File: config.mk
export PLATFORM = sky130hd
export DESIGN_NAME = branch_predictor_gshare
export DESIGN_NICKNAME = d
export VERILOG_FILES = /design/src/rtl/branch_predictor_gshare.sv
export SDC_FILE = /design/constraint.sdc
export NUM_CORES = 1
export LEC_CHECK = 0
export CORE_ASPECT_RATIO = 0.5
export CORE_UTILIZATION = 55
export CTS_BUF_LIST = sky130_fd_sc_hd__clkbuf_4
export DETAILED_ROUTE_END_ITERATION = 8
export PLACE_DENSITY_LB_ADDON = 0.1
export SLEW_MARGIN = 5
export SYNTH_ARGS = -nofsm -noshare
export SYNTH_HDL_FRONTEND = slang
export SYNTH_SLANG_ARGS = --single-unit
File: constraint.sdc
create_clock -name clk -period 3.5 [get_ports clk]
set_clock_uncertainty 0.05 [all_clocks]
set_input_delay 0.7 -clock clk [delete_from_list [all_inputs] [get_ports clk]]
set_output_delay 0.7 -clock clk [all_outputs]
set_load 0.03 [all_outputs]
File: src/rtl/branch_predictor_gshare.sv
// Branch direction predictor: a register-based table of saturating counters indexed
// by PC (bimodal) or PC XOR global history (gshare), with a 1-cycle registered lookup.
module branch_predictor_gshare #(
  parameter int unsigned INDEX_BITS = 6,
  parameter int unsigned CTR_BITS   = 2,
  parameter int unsigned HIST_BITS  = 6,
  parameter int unsigned MODE       = 1
) (
  input  logic                  clk,
  input  logic                  reset,
  input  logic                  pred_valid,
  input  logic [31:0]           pred_pc,
  output logic                  prediction,
  output logic                  pred_out_valid,
  output logic [INDEX_BITS-1:0] pred_index,
  input  logic                  upd_valid,
  input  logic [INDEX_BITS-1:0] upd_index,
  input  logic                  upd_taken,
  output logic [15:0]           mispred_count
);

  localparam int unsigned ENTRIES = 1 << INDEX_BITS;

  typedef logic [CTR_BITS-1:0] ctr_t;

  localparam ctr_t CTR_MAX  = '1;
  // Weakly not-taken: 2^(CTR_BITS-1)-1, which is 0 for a 1-bit counter.
  localparam ctr_t CTR_INIT = CTR_MAX >> 1;

  localparam logic [15:0] MISPRED_MAX = 16'hFFFF;

  ctr_t                  table_q [ENTRIES];
  ctr_t                  table_d [ENTRIES];
  logic [HIST_BITS-1:0]  ghr_q, ghr_d;
  logic                  prediction_q, prediction_d;
  logic                  pred_out_valid_q, pred_out_valid_d;
  logic [INDEX_BITS-1:0] pred_index_q, pred_index_d;
  logic [15:0]           mispred_count_q, mispred_count_d;

  logic [INDEX_BITS-1:0] hist_ext;
  logic [INDEX_BITS-1:0] lookup_idx;
  ctr_t                  upd_ctr;
  ctr_t                  upd_ctr_next;
  logic                  upd_mispred;

  // Only the word-aligned index field of the PC takes part in the lookup.
  logic unused_pc_bits;
  assign unused_pc_bits = ^{pred_pc[31:INDEX_BITS+2], pred_pc[1:0]};

  // NOTE: every always_comb output gets a default before any conditional
  // assignment, so no path leaves a signal unassigned and no latch is inferred.
  always_comb begin
    hist_ext                  = '0;
    hist_ext[HIST_BITS-1:0]   = ghr_q;
    lookup_idx                = pred_pc[INDEX_BITS+1:2];
    if (MODE != 0) begin
      lookup_idx = lookup_idx ^ hist_ext;
    end
  end

  always_comb begin
    upd_ctr      = table_q[upd_index];
    upd_ctr_next = upd_ctr;
    if (upd_taken && (upd_ctr != CTR_MAX)) begin
      upd_ctr_next = upd_ctr + ctr_t'(1);
    end else if (!upd_taken && (upd_ctr != '0)) begin
      upd_ctr_next = upd_ctr - ctr_t'(1);
    end
    upd_mispred = (upd_taken != upd_ctr[CTR_BITS-1]);
  end

  // Lookup reads table_q/ghr_q, so a same-cycle update is never visible to it.
  always_comb begin
    table_d          = table_q;
    ghr_d            = ghr_q;
    prediction_d     = prediction_q;
    pred_index_d     = pred_index_q;
    pred_out_valid_d = pred_valid;
    mispred_count_d  = mispred_count_q;

    if (pred_valid) begin
      prediction_d = table_q[lookup_idx][CTR_BITS-1];
      pred_index_d = lookup_idx;
    end

    if (upd_valid) begin
      table_d[upd_index] = upd_ctr_next;
      ghr_d              = ghr_q << 1;
      ghr_d[0]           = upd_taken;
      if (upd_mispred && (mispred_count_q != MISPRED_MAX)) begin
        mispred_count_d = mispred_count_q + 16'd1;
      end
    end
  end

  // NOTE: state registers use non-blocking assignments so every flop samples
  // the values from before this edge, independent of statement order.
  always_ff @(posedge clk) begin
    if (reset) begin
      // NOTE: the table is flops rather than RAM precisely so that every entry
      // can be cleared in a single reset edge.
      for (int i = 0; i < ENTRIES; i++) begin
        table_q[i] <= CTR_INIT;
      end
      ghr_q            <= '0;
      prediction_q     <= 1'b0;
      pred_out_valid_q <= 1'b0;
      pred_index_q     <= '0;
      mispred_count_q  <= '0;
    end else begin
      table_q          <= table_d;
      ghr_q            <= ghr_d;
      prediction_q     <= prediction_d;
      pred_out_valid_q <= pred_out_valid_d;
      pred_index_q     <= pred_index_d;
      mispred_count_q  <= mispred_count_d;
    end
  end

  assign prediction     = prediction_q;
  assign pred_out_valid = pred_out_valid_q;
  assign pred_index     = pred_index_q;
  assign mispred_count  = mispred_count_q;

endmodule
==> flow_metrics.tcl <==
set metrics [dict create \
    outcome "finished clean" \
    numCtsBuffers 17 \
    cts_htree_levels 4 \
    syn_area_um2 8360 \
    power_switching_uw 1120 \
    core_area_um2 14700 \
    ys_types 69 \
    place_congestion 0.873 \
    root_buffer "clkbuf_4" \
    maxCapViolCount 0 \
    start_kind "input port" \
    clk_pin_slew_ns 0.14 \
    p_per_area_nw_per_um2 369 \
    cp.arrival_ns 3.64 \
    synthArstFlopShare_pct 0 \
    synth_warnings 0 \
    cp.required_ns 3.84 \
    drive_gt1_share_pct 19.8 \
    vias 7608 \
    drc 0 \
    worst_slew_pin_slew_ns 1.16 \
    syn_inst 940 \
    dpl.hpwl_mm 16.8 \
    fin_crit_sh_pct 94.2 \
    detail-route-antenna-nets 0 \
    synth_area_leaders "dfxtp_1, nor2_1, a211oi_1" \
    die_width_um 176 \
    synth_top_area_share_pct 37.8 \
    viasPerCell 6.06 \
    io_pins 67 \
    postPlaceCellArea_um2 9560 \
    wl_per_cell_um 18.6 \
    rows 31 \
    port_buffers 40 \
    finalSetupViolCount 0 \
    whs_ns 0.430 \
    syn_to_final_growth_pct 18.0 \
    cp_cell_sequence "clkbuf_4, buf_4, mux4_2, mux2i_1, o22ai_1, nand4b_1, inv_1, ha_1, o21ai_0, a41oi_2, a21oi_4, buf_12, a211oi_1" \
    worstHoldPathType "flop to flop" \
    grt_overflow 0 \
    regArea_um2 3160 \
    peakVddDrop_mv 0.225 \
    clock_latency_ns 0.55 \
    yosysTopAreaCell "dfxtp_1" \
    synth-edff-count 0 \
    cts_tree "yes" \
    cts.sinks 158 \
    clock_path_buffers 2 \
    synth-seq-cells 158 \
    power.internal_uw 2520 \
    path_max_fanout 26 \
    n_fill_cell 1183 \
    synth_nets 986 \
    leakage_uw 0.00346 \
    die_h_um 89.2 \
    grt_start_max_net_pins 73 \
    slew_viol_final 0 \
    drt_iter0_markers 779 \
    syn_avg_cell_area_um2 8.89 \
    drtPass1Iterations 5 \
    hold_buffers 0 \
    seqPwrFrac_pct 50.3 \
    seq_area_frac_synth_pct 37.8 \
    swShare_pct 30.8 \
    path_class "input port to flop" \
    die-area_um2 15700 \
    clock.fmax_mhz 303 \
    cpMaxStageDelayCell "mux4_2" \
    grt_pass1_vias 6852 \
    finalCriticalPeriod_ns 3.30 \
    routed_wl_mm 23.4 \
    ys.flop_type "dfxtp_1" \
    hold_violations 0 \
    grtUsageTotal_pct 30.5 \
    grt_pass1_wl_mm 36.6 \
    power_frac_comb_pct 17.3 \
    final_cell_area_um2 9860 \
    crit_path_max_incr_delay_ns 0.48 \
    relSlewSlack_pct 22.3 \
    start_util_pct 57.0 \
    antenna_found_initial 0 \
    critPathCaptureType "flop" \
    rsz0062_at_grt "false" \
    antennaDiodeCount 0 \
    clkPwrFrac_pct 32.4 \
    fin_nets 1091 \
    multi_input_area_um2 4820 \
]
power by group through the flow:
stage	registers, uW	clock network [uW]	logic [uW]
global placement	1870	0	612
finish	1830	1180	629
floorplan	1880	0	368
global route	1840	1290	671
CTS	1830	1200	621
detailed placement	1870	0	617
critical path: cells and delay by family:
kind / cells / cell delay, ns
AO/OA/AOI/OAI: 5 / 0.81
adder cells (fa/ha/maj): 1 / 0.25
buffers and inverters: 4 / 0.83
multiplexers: 2 / 0.66
AND/OR/NAND/NOR: 1 / 0.36
cell usage in the layout (no fill, tap or decap), types with 4 or more instances in the layout:
cell type	netlist	routed
a211o_1	22	22
a211oi_1	71	71
a21oi_1	58	58
a221oi_1	7	7
a22oi_1	11	11
and3_1	8	8
buf_12	0	7
buf_4	5	105
clkbuf_4	0	19
clkdlybuf4s50_1	0	36
dfxtp_1	158	158
inv_1	6	6
inv_6	0	5
mux2_2	15	15
mux2i_1	29	29
mux4_1	7	7
mux4_2	23	23
nand2_1	65	65
nand2b_1	4	4
nand3_1	16	16
nand3b_1	13	13
nand4_1	5	5
nor2_1	179	179
nor2b_1	40	40
nor3_1	8	8
o21ai_0	51	50
o22ai_1	7	7
o31ai_1	4	4
xnor2_1	7	4
xor2_1	4	4
state kept, by name, summed over array words and instances, names as in the netlist:
name	cells
mispred_count	16
table_q	128
pred_out_valid	1
ghr_q	6
pred_index	6
prediction	1
Yosys cell counts, types with 6 or more instances:
master    count
nor2_1      179
dfxtp_1     158
a211oi_1     71
nand2_1      65
a21oi_1      58
o21ai_0      51
nor2b_1      40
clkbuf_1     32
mux2i_1      29
mux4_2       23
a211o_1      22
nand3_1      16
mux2_2       15
nand3b_1     13
buf_6        12
a22oi_1      11
and3_1        8
nor3_1        8
a221oi_1      7
buf_1         7
buf_2         7
mux4_1        7
o22ai_1       7
xnor2_1       7
inv_1         6
routing by layer:
layer | vias to the layer above | global-route usage (%) | wire (um)
met5 | - | 0 | 0
met4 | 0 | 7.99 | 274
met3 | 28 | 6.63 | 2170
met2 | 347 | 46.6 | 9820
met1 | 3578 | 43.8 | 11200
li1 | 3655 | - | -
cell type report:
cell class | count | share of cell area (%)
inverters | 6 | 0.228
repair buffers | 151 | 13.3
flip-flops and latches | 158 | 32.1
clock inverters | 15 | 1.75
clock buffers | 17 | 1.29
multi-input cells | 711 | 48.9
well taps | 198 | 2.51
cells by family (layout without fill, tap and decap cells):
kind of cell,after synthesis,count (layout),share of synthesized area [%]
XOR/XNOR,11,11,1.15
flip-flops,158,158,37.8
AO/OA/AOI/OAI,258,258,21.2
buffers and inverters,71,189,4.75
multiplexers,75,75,14.1
adder cells (fa/ha/maj),3,3,0.449
AND/OR/NAND/NOR,364,364,20.6
repair_timing:
| action | 4_1_cts | 5_1_grt |
|---|---|---|
| buffers inserted | 0 | 0 |
| resized for setup | 0 | 3 |
| endpoints found under the setup margin | 0 | 80 |
final timing paths:
kind	slack [ns]	to	depth (start not counted)	start
max	0.20	table_q[51]	13	upd_index[0]
min	0.43	table_q[76]	2	table_q[76]
max reg2reg	0.44	table_q[51]	12	table_q[56]
min reg2reg	0.43	table_q[76]	2	table_q[76]
stage by stage:
step	TNS [ns]	setup slack, ns	utilization [%]	cells	total power (uW)
after floorplan	0	0.0292	-	940	2250
after global placement	-36.57	-0.360	65.2	1224	2480
after detailed placement	-36.99	-0.380	65.2	1224	2490
after CTS	0	0.145	67.2	1256	3650
after global routing	0	0.0548	67.3	1256	3790
final	0	0.204	67.3	1256	3640
Note: power is estimated with default switching activity, not from simulation.
